File: src/rtl/seg_monitor_pkg.sv
// Shared constants for the 7-segment monitor: segment geometry and the
// active-high gfedcba patterns for hex digits 0..F.
package seg_monitor_pkg;

    localparam int SEG_WIDTH = 7;

    localparam int SEG_A = 0;
    localparam int SEG_B = 1;
    localparam int SEG_C = 2;
    localparam int SEG_D = 3;
    localparam int SEG_E = 4;
    localparam int SEG_F_BIT = 5;
    localparam int SEG_G = 6;

    localparam logic [SEG_WIDTH-1:0] SEG_0 = 7'h3F;
    localparam logic [SEG_WIDTH-1:0] SEG_1 = 7'h06;
    localparam logic [SEG_WIDTH-1:0] SEG_2 = 7'h5B;
    localparam logic [SEG_WIDTH-1:0] SEG_3 = 7'h4F;
    localparam logic [SEG_WIDTH-1:0] SEG_4 = 7'h66;
    localparam logic [SEG_WIDTH-1:0] SEG_5 = 7'h6D;
    localparam logic [SEG_WIDTH-1:0] SEG_6 = 7'h7D;
    localparam logic [SEG_WIDTH-1:0] SEG_7 = 7'h07;
    localparam logic [SEG_WIDTH-1:0] SEG_8 = 7'h7F;
    localparam logic [SEG_WIDTH-1:0] SEG_9 = 7'h6F;
    localparam logic [SEG_WIDTH-1:0] SEG_A_HEX = 7'h77;
    localparam logic [SEG_WIDTH-1:0] SEG_B_HEX = 7'h7C;
    localparam logic [SEG_WIDTH-1:0] SEG_C_HEX = 7'h39;
    localparam logic [SEG_WIDTH-1:0] SEG_D_HEX = 7'h5E;
    localparam logic [SEG_WIDTH-1:0] SEG_E_HEX = 7'h79;
    localparam logic [SEG_WIDTH-1:0] SEG_F = 7'h71;

    // Map a raw bus to active-high form so decoding has one table.
    function automatic logic [SEG_WIDTH-1:0] seg_normalize(
        input logic [SEG_WIDTH-1:0] raw,
        input logic                 active_low
    );
        return active_low ? ~raw : raw;
    endfunction

endpackage

File: src/rtl/seg_monitor_seg7_decode.sv
// Combinational decode of one active-high 7-segment pattern to a hex nibble;
// any pattern outside the sixteen hex glyphs reports valid = 0.
module seg7_decode
    import seg_monitor_pkg::*;
(
    input  logic [SEG_WIDTH-1:0] pattern,
    output logic                 valid,
    output logic [3:0]           nibble
);

    always_comb begin
        valid  = 1'b1;
        nibble = 4'h0;
        case (pattern)
            SEG_0:     nibble = 4'h0;
            SEG_1:     nibble = 4'h1;
            SEG_2:     nibble = 4'h2;
            SEG_3:     nibble = 4'h3;
            SEG_4:     nibble = 4'h4;
            SEG_5:     nibble = 4'h5;
            SEG_6:     nibble = 4'h6;
            SEG_7:     nibble = 4'h7;
            SEG_8:     nibble = 4'h8;
            SEG_9:     nibble = 4'h9;
            SEG_A_HEX: nibble = 4'hA;
            SEG_B_HEX: nibble = 4'hB;
            SEG_C_HEX: nibble = 4'hC;
            SEG_D_HEX: nibble = 4'hD;
            SEG_E_HEX: nibble = 4'hE;
            SEG_F:     nibble = 4'hF;
            default:   valid  = 1'b0;
        endcase
    end

endmodule

File: src/rtl/seg_monitor.sv
// Turns four 7-segment digit buses back into a 16-bit word, commits each new
// stable value, and queues commits in a small FIFO for a downstream consumer.
module seg_monitor
    import seg_monitor_pkg::*;
#(
    parameter int STABLE_CYCLES  = 3,
    parameter int DEPTH          = 4,
    parameter int SEG_ACTIVE_LOW = 1
) (
    input  logic        clk,
    input  logic        rst,
    input  logic [6:0]  seg0,
    input  logic [6:0]  seg1,
    input  logic [6:0]  seg2,
    input  logic [6:0]  seg3,
    output logic [15:0] value,
    output logic        value_valid,
    output logic        bad_pattern,
    output logic [15:0] rd_data,
    output logic        rd_valid,
    input  logic        rd_ready,
    output logic [7:0]  overflow_cnt
);

    localparam int PW = $clog2(DEPTH);
    localparam int CW = PW + 1;
    localparam logic [3:0]    STC  = 4'(STABLE_CYCLES);
    localparam logic [CW-1:0] FULL = CW'(DEPTH);

    logic [4*SEG_WIDTH-1:0] seg_in;
    logic [4*SEG_WIDTH-1:0] s_seg;
    logic [3:0]             dig_valid;
    logic [15:0]            word;
    logic                   word_ok;
    logic                   same;
    logic [3:0]             stable_cnt;
    logic [3:0]             cnt_next;
    logic                   commit;

    assign seg_in = {seg3, seg2, seg1, seg0};

    for (genvar i = 0; i < 4; i++) begin : g_dec
        seg7_decode u_dec (
            .pattern(seg_normalize(s_seg[i*SEG_WIDTH +: SEG_WIDTH], SEG_ACTIVE_LOW != 0)),
            .valid  (dig_valid[i]),
            .nibble (word[i*4 +: 4])
        );
    end

    assign word_ok = &dig_valid;
    // The sample arriving at this edge is compared with the one already held,
    // so the count reaches STABLE_CYCLES on the STABLE_CYCLES-th repeat.
    assign same    = (seg_in == s_seg);

    always_comb begin
        cnt_next = 4'd0;
        if (word_ok && same) begin
            cnt_next = (stable_cnt == STC) ? stable_cnt : stable_cnt + 4'd1;
        end
    end

    assign commit = (cnt_next == STC) && (!value_valid || (word != value));

    always_ff @(posedge clk or posedge rst) begin
        if (rst) begin
            s_seg       <= '0;
            stable_cnt  <= 4'd0;
            value       <= 16'h0000;
            value_valid <= 1'b0;
            bad_pattern <= 1'b0;
        end else begin
            s_seg       <= seg_in;
            stable_cnt  <= cnt_next;
            bad_pattern <= !word_ok;
            if (commit) begin
                value       <= word;
                value_valid <= 1'b1;
            end
        end
    end

    // Read handshake: rd_valid means rd_data holds the oldest queued word; it
    // is consumed on any rising edge with rd_valid & rd_ready, and rd_data
    // stays put while rd_ready is low.
    logic [15:0]   mem [DEPTH];
    logic [PW-1:0] wr_ptr;
    logic [PW-1:0] rd_ptr;
    logic [CW-1:0] count;
    logic          pop;
    logic          full;
    logic          push;
    logic          drop;

    assign pop  = rd_valid && rd_ready;
    assign full = (count == FULL);
    assign push = commit && (!full || pop);
    assign drop = commit && full && !pop;

    assign rd_valid = (count != '0);
    assign rd_data  = rd_valid ? mem[rd_ptr] : 16'h0000;

    always_ff @(posedge clk) begin
        if (push) begin
            mem[wr_ptr] <= word;
        end
    end

    always_ff @(posedge clk or posedge rst) begin
        if (rst) begin
            wr_ptr       <= '0;
            rd_ptr       <= '0;
            count        <= '0;
            overflow_cnt <= 8'd0;
        end else begin
            if (push) begin
                wr_ptr <= wr_ptr + 1'b1;
            end
            if (pop) begin
                rd_ptr <= rd_ptr + 1'b1;
            end
            case ({push, pop})
                2'b10:   count <= count + 1'b1;
                2'b01:   count <= count - 1'b1;
                default: count <= count;
            endcase
            if (drop && (overflow_cnt != 8'hFF)) begin
                overflow_cnt <= overflow_cnt + 8'd1;
            end
        end
    end

endmodule

File: config.mk
export PLATFORM = sky130hd
export DESIGN_NAME = seg_monitor
export DESIGN_NICKNAME = d
export VERILOG_FILES = /design/src/rtl/seg_monitor_pkg.sv /design/src/rtl/seg_monitor_seg7_decode.sv /design/src/rtl/seg_monitor.sv
export SDC_FILE = /design/constraint.sdc
export NUM_CORES = 1
export LEC_CHECK = 0
export BUFFER_PORTS_ARGS = -buffer_cell sky130_fd_sc_hd__buf_2
export CORE_MARGIN = 2
export CORE_UTILIZATION = 54
export DETAILED_ROUTE_END_ITERATION = 16
export GPL_ROUTABILITY_DRIVEN = 0
export PLACE_DENSITY_LB_ADDON = 0.15
export SLEW_MARGIN = 0
export SYNTH_ARGS = -nofsm -noshare
export SYNTH_HDL_FRONTEND = slang
export SYNTH_SLANG_ARGS = --single-unit
File: constraint.sdc
create_clock -name clk -period 3.2 [get_ports clk]
set_clock_uncertainty 0.05 [all_clocks]
set_input_delay 0.64 -clock clk [delete_from_list [all_inputs] [get_ports clk]]
set_output_delay 0.64 -clock clk [all_outputs]
set_load 0.1 [all_outputs]
; Word-level counts from Yosys, hierarchy flattened
; Memories as Yosys holds them, arrays and structs flattened.
; Cells that the tools add are included.
[totals]
register_bits = 65
memories = 1
ramBits = 64
word_cells = 126
output_inout_bits = 43
in_bits = 31
[classes]
muxes = 14
n_reduce_logical = 20
bitwise_logic = 4
eq_ne = 72
n_addsub = 6
[memory_table]
columns = name, words, width, read_ports, rd_ports_with_merged_regs, write_ports, line_no
row1 = mem, 4, 16, 1, 0, 1, seg_monitor.sv:85  ; logic [15:0] mem [DEPTH];
[op_table]
columns = cell, n
row1 = $eq A7 B7 Y1 const B, 48
row2 = $pmux W4 S15, 4
row3 = $reduce_or A16 Y1, 4
row4 = $eq A7 B3 Y1 const B, 8
row5 = $eq A7 B6 Y1 const B, 8
row6 = $eq A28 B28 Y1, 1
row7 = $not A7 Y7, 4
row8 = $mux W16, 1
row9 = $ne A16 B16 Y1, 1
row10 = $add A8 B1 Y8 const B, 1
row11 = $eq A4 B2 Y1 const B, 2
row12 = $mux W4, 2
row13 = $ne A8 B8 Y1 const B, 1
row14 = $logic_and A1 B1 Y1, 7
row15 = $mux W1, 6
row16 = $pmux W3 S2, 1
row17 = $add A2 B1 Y2 const B, 2
row18 = $add A4 B1 Y4 const B, 1
row19 = $logic_not A1 Y1, 4
row20 = $reduce_and A4 Y1, 1
row21 = $add A3 B1 Y3 const B, 1
row22 = $eq A3 B3 Y1 const B, 1
row23 = $reduce_bool A3 Y1, 1
row24 = $sub A3 B1 Y3 const B, 1
row25 = other kinds (4), 5

; Longest topological paths before layout
[depth]
word_depth = 12
ltp_mapped = 16
depth_no_buf = 13

; By module
; Synthesis repeated with hierarchy kept, for this count alone.
[unflattened]
hier_cells = 641
area_unflattened_um2 = 7123.1
[by_module_without_submodules]
columns = mod, area_each_um2, instances, cells_per_inst
row1 = seg_monitor, 5571.6, 1, 405
row2 = seg7_decode, 387.9, 4, 59

; Least setup slack after synthesis
; OpenSTA, ideal clock, no wires.
[synth_timing]
kind = reg-to-reg
from = reg s_seg[21]
to = reg count[1]
n_path_buf = 3
t_arrival_ps = 3392
setup_time_ps = 121
setup_slack_ps = -363
required_ps = 3029
synth_period_minus_slack_ps = 3563
stages_incl_launch_ff = 14
cell_sequence = dfrtp_1 buf_6 or4b_2 o211ai_1 a22o_2 xor2_1 nor4_1 nand4_1 o41a_1 buf_2 clkbuf_1 nor2_1 fa_1 a22o_1
[synth_between]
word_cells_on_any_way = 33
cone_classes = 21 x eq/ne / 4 x mux / 1 x bitwise / 7 x reduce/logical
[synth_lines]
columns = item, line_no
row1 = "start, declared", seg_monitor.sv:31  ; logic [4*SEG_WIDTH-1:0] s_seg;
row2 = "start signal, assigned", seg_monitor.sv:72  ; s_seg <= seg_in;
row3 = $not A7 Y7 *, seg_monitor_pkg.sv:37  ; return active_low ? ~raw : raw;
row4 = $eq A7 B7 Y1 (tied with other cells), seg_monitor_seg7_decode.sv:14  ; case (pattern)
row5 = $pmux W4 S15 *, seg_monitor_seg7_decode.sv:14
row6 = net g_dec[3].u_dec.nibble[0], seg_monitor_seg7_decode.sv:8  ; output logic [3:0] nibble
row7 = $ne A16 B16 Y1 *, seg_monitor.sv:62  ; assign commit = (cnt_next == STC) && (!value_valid || (word != value));
row8 = $logic_or A1 B1 Y1 *, seg_monitor.sv:62
row9 = $logic_and A1 B1 Y1 *, seg_monitor.sv:62
row10 = $logic_and A1 B1 Y1 *, seg_monitor.sv:96  ; assign push = commit && (!full || pop);
row11 = $eq A2 B1 Y1 or $eq A2 B2 Y1 (tied branches), seg_monitor.sv:121  ; case ({push, pop})
row12 = $pmux W3 S2 or $reduce_bool A2 Y1 (tied branches), n/a
row13 = "end signal, assigned", seg_monitor.sv:122  ; 2'b10: count <= count + 1'b1;
row14 = "end signal, assigned", seg_monitor.sv:123  ; 2'b01: count <= count - 1'b1;
row15 = "end signal, assigned", seg_monitor.sv:124  ; default: count <= count;
row16 = "end, declared", seg_monitor.sv:88  ; logic [CW-1:0] count;
; Mark *: on every way through the listed nets, which the timed path passes. The rest lies on a longest branch.
; A chain may end at the register's enable or synchronous reset.

; Worst setup path after layout
[layout_timing]
from = reg s_seg[7]
to = reg count[1]
[layout_between]
word_cells_on_any_way = 33
cone_classes = 21 x eq/ne / 4 x mux / 1 x bitwise / 7 x reduce/logical
[layout_lines]
columns = item, line_no
row1 = $not A7 Y7 *, seg_monitor_pkg.sv:37
row2 = $eq A7 B7 Y1 (tied with other cells), seg_monitor_seg7_decode.sv:14
row3 = $pmux W4 S15 *, seg_monitor_seg7_decode.sv:14
row4 = net g_dec[1].u_dec.nibble[0], seg_monitor_seg7_decode.sv:8
row5 = $ne A16 B16 Y1 *, seg_monitor.sv:62
row6 = $logic_or A1 B1 Y1 *, seg_monitor.sv:62
row7 = $logic_and A1 B1 Y1 *, seg_monitor.sv:62
row8 = $logic_and A1 B1 Y1 *, seg_monitor.sv:96
row9 = $eq A2 B1 Y1 or $eq A2 B2 Y1 (tied branches), seg_monitor.sv:121
row10 = $pmux W3 S2 or $reduce_bool A2 Y1 (tied branches), n/a
; Marked as above.

==> metrics.yaml <==
grt_overflow: 0
grt_max_degree: 66
yosys-top-cells-area: "edfxtp_1 (27%), dfrtp_1 (23%), mux4_2 (5.0%)"
slew_headroom_pct: 45.5
timing.final.ws_setup_ns: -0.0203
crit_path_end_kind: "flop"
crit_fanout: 9
required_ns: 3.45
post-route-min-period_ns: 3.22
hp-class: "primary input to asynchronous set/reset pin"
nFillCells: 964
num_antenna_cells: 0
ys_ff_latch: 129
dpl_worst_slack_ns: -0.177
drt-wirelength-per-cell_um: 17.5
yosysMostFrequentCell: "dfrtp_1"
clockBufferDepth: 2
fmax_mhz: 311
cts_root_buf: "clkbuf_16"
hold_slack_ns: 0.246
via_per_inst: 5.82
ys_top_cells_by_count: "dfrtp_1 (65), edfxtp_1 (64), nand2_1 (63)"
start_util_pct: 54.6
grt_usage_pct: 24.4
max_cap_viol_count: 0
seq_area_frac_synth_pct: 49.7
synth_top_cell_by_area: "edfxtp_1"
drt-total-wl_um: 16400
drc: 0
grt_setup_unrepaired: "true"
drv_slew: 0
die-area_mm2: 0.0142
fin_crit_sh_pct: 101
tightest_slew_ns: 0.806
synth_top_cell_area_share_pct: 26.9
cts_tree: "yes"
synth_edf_count: 64
synth_fp_nets: 668
async_reset_ff_share_pct: 50.4
initialDrtViolationCount: 358
ant_nets: 0
hold_viol_final: 0
yosys_warnings: 0
grt_first_pass_wirelength_um: 27300
peakVddDrop_uv: 305
die-height_um: 119
port_buffers: 73
first_pass_iters: 5
insertion_delay_ns: 0.41
ys_types: 77
setup_viol: 1
pin_count: 74
synthesis.area_mm2: 0.00714
drive_gt1_share_pct: 34.5
grt_pass1_vias: 5461
p_per_area_mw_per_mm2: 455
netlist_instances: 630
p_leak_nw: 3.83
cts_hold_buf: 0
htreeDepth: 4
rows: 42
arrival_ns: 3.47
syn_to_final_growth_pct: 24.0
violations: "negative setup slack"
placed_area_mm2: 0.00809
final_core_util_pct: 67.7
die_w_um: 119
cts_buffers: 17
status: "complete, but fails checks"
dp_hpwl_um: 11900
vias: 5459
tritoncts_num_sinks: 129
layout.nets: 787
fin_area_mm2: 0.00886
core_area_mm2: 0.0131
crit_type: "flop to flop"
synth_flop_cell: "dfrtp_1"
antenna_found_initial: 0
syn_area_per_cell_um2: 11.3
crit_path_start_kind: "flop"
clk_pin_slew_worst_paths_ns: 0.06
-- per-stage QoR --
stage          setup TNS [ns]  std cells  total power, mW
2_1_floorplan               0        630             2.00
3_3_place_gp         -0.00845        901             2.11
3_5_place_dp            -7.66        901             2.12
4_1_cts                     0        938             4.05
5_1_grt                 -8.54        938             4.18
6_report              -0.0203        938             4.03
-- flip-flops by register name, summed over array words and instances, names as in the netlist --
register      cells
value_valid       1
overflow_cnt      8
bad_pattern       1
value            16
s_seg            28
mem              64
count             3
stable_cnt        4
wr_ptr            2
rd_ptr            2
-- metal layers --
layer | up-vias | track usage, % | part of all wire, %
met2 | 152 | 40.8 | 51
met1 | 2697 | 32.2 | 43
met5 | - | 0 | 0
li1 | 2582 | - | -
met3 | 28 | 4.12 | 3.7
met4 | 0 | 9.15 | 2.2
-- placed cells by master (no fill, tap or decap), types with 17 or more instances in the layout --
| cell | Yosys | final |
|---|---|---|
| buf_2 | 29 | 73 |
| dfrtp_1 | 65 | 48 |
| nand2_1 | 63 | 63 |
| and2_1 | 22 | 22 |
| clkbuf_16 | 0 | 17 |
| edfxtp_1 | 64 | 64 |
| buf_4 | 1 | 65 |
| xnor2_1 | 39 | 39 |
| nor2_1 | 28 | 25 |
| dfrtp_2 | 0 | 17 |
| nand3_1 | 17 | 17 |
-- worst paths after layout --
kind	from	end	slack [ns]	depth (start not counted)
worst max-delay path	s_seg[7]	count[1]	-0.02	12
worst min-delay path	rst	overflow_cnt[3]	0.25	3
worst max register to register	s_seg[7]	count[1]	-0.02	12
worst min register to register	overflow_cnt[5]	overflow_cnt[5]	0.45	1
max in group asynchronous	rst	s_seg[3]	2.56	3
min in group clk	seg2[5]	s_seg[19]	0.31	1
-- where the power goes --
group | internal (mW) | switching (mW) | total [mW]
sequential | 1.76 | 0.0481 | 1.81
combinational | 0.142 | 0.153 | 0.295
clock | 1.21 | 0.716 | 1.93
-- logic make-up (layout without fill, tap and decap cells) --
logic type | Yosys count | in the layout | share of synthesized area, %
AND/OR/NAND/NOR | 269 | 269 | 22.6
buffers and inverters | 55 | 187 | 3.87
flip-flops | 129 | 129 | 49.7
AO/OA/AOI/OAI | 86 | 86 | 8.74
adder cells (fa/ha/maj) | 7 | 7 | 1.33
multiplexers | 28 | 28 | 6.90
XOR/XNOR | 56 | 56 | 6.87
-- timing repair --
| action | in CTS | in global routing |
|---|---|---|
| gates resized for setup | 15 | 28 |
| buffers inserted | 5 | 0 |
| endpoints found under the setup margin | 74 | 80 |
| pin swaps | 0 | 6 |
-- critical path, stage by stage (launching register included) --
cell	delay (ns)
dfrtp_2	0.45
buf_4	0.16
buf_4	0.14
nor3_1	0.17
a21oi_1	0.07
o221ai_2	0.27
xor2_1	0.15
nor4b_2	0.31
nand4_1	0.16
o41a_1	0.40
nor2_4	0.12
fa_2	0.45
a22o_1	0.20
-- final cells by class --
cell class	count	area, µm²	share of cell area (%)
tap	176	220	2.49
timing repair buffer	145	985	11.1
sequential	129	3570	40.3
inverter	10	37.5	0.424
multi-input combinational	446	3450	39.0
clock inverter	12	130	1.47
clock buffer	20	467	5.27
(Power assumes the default switching activity.)
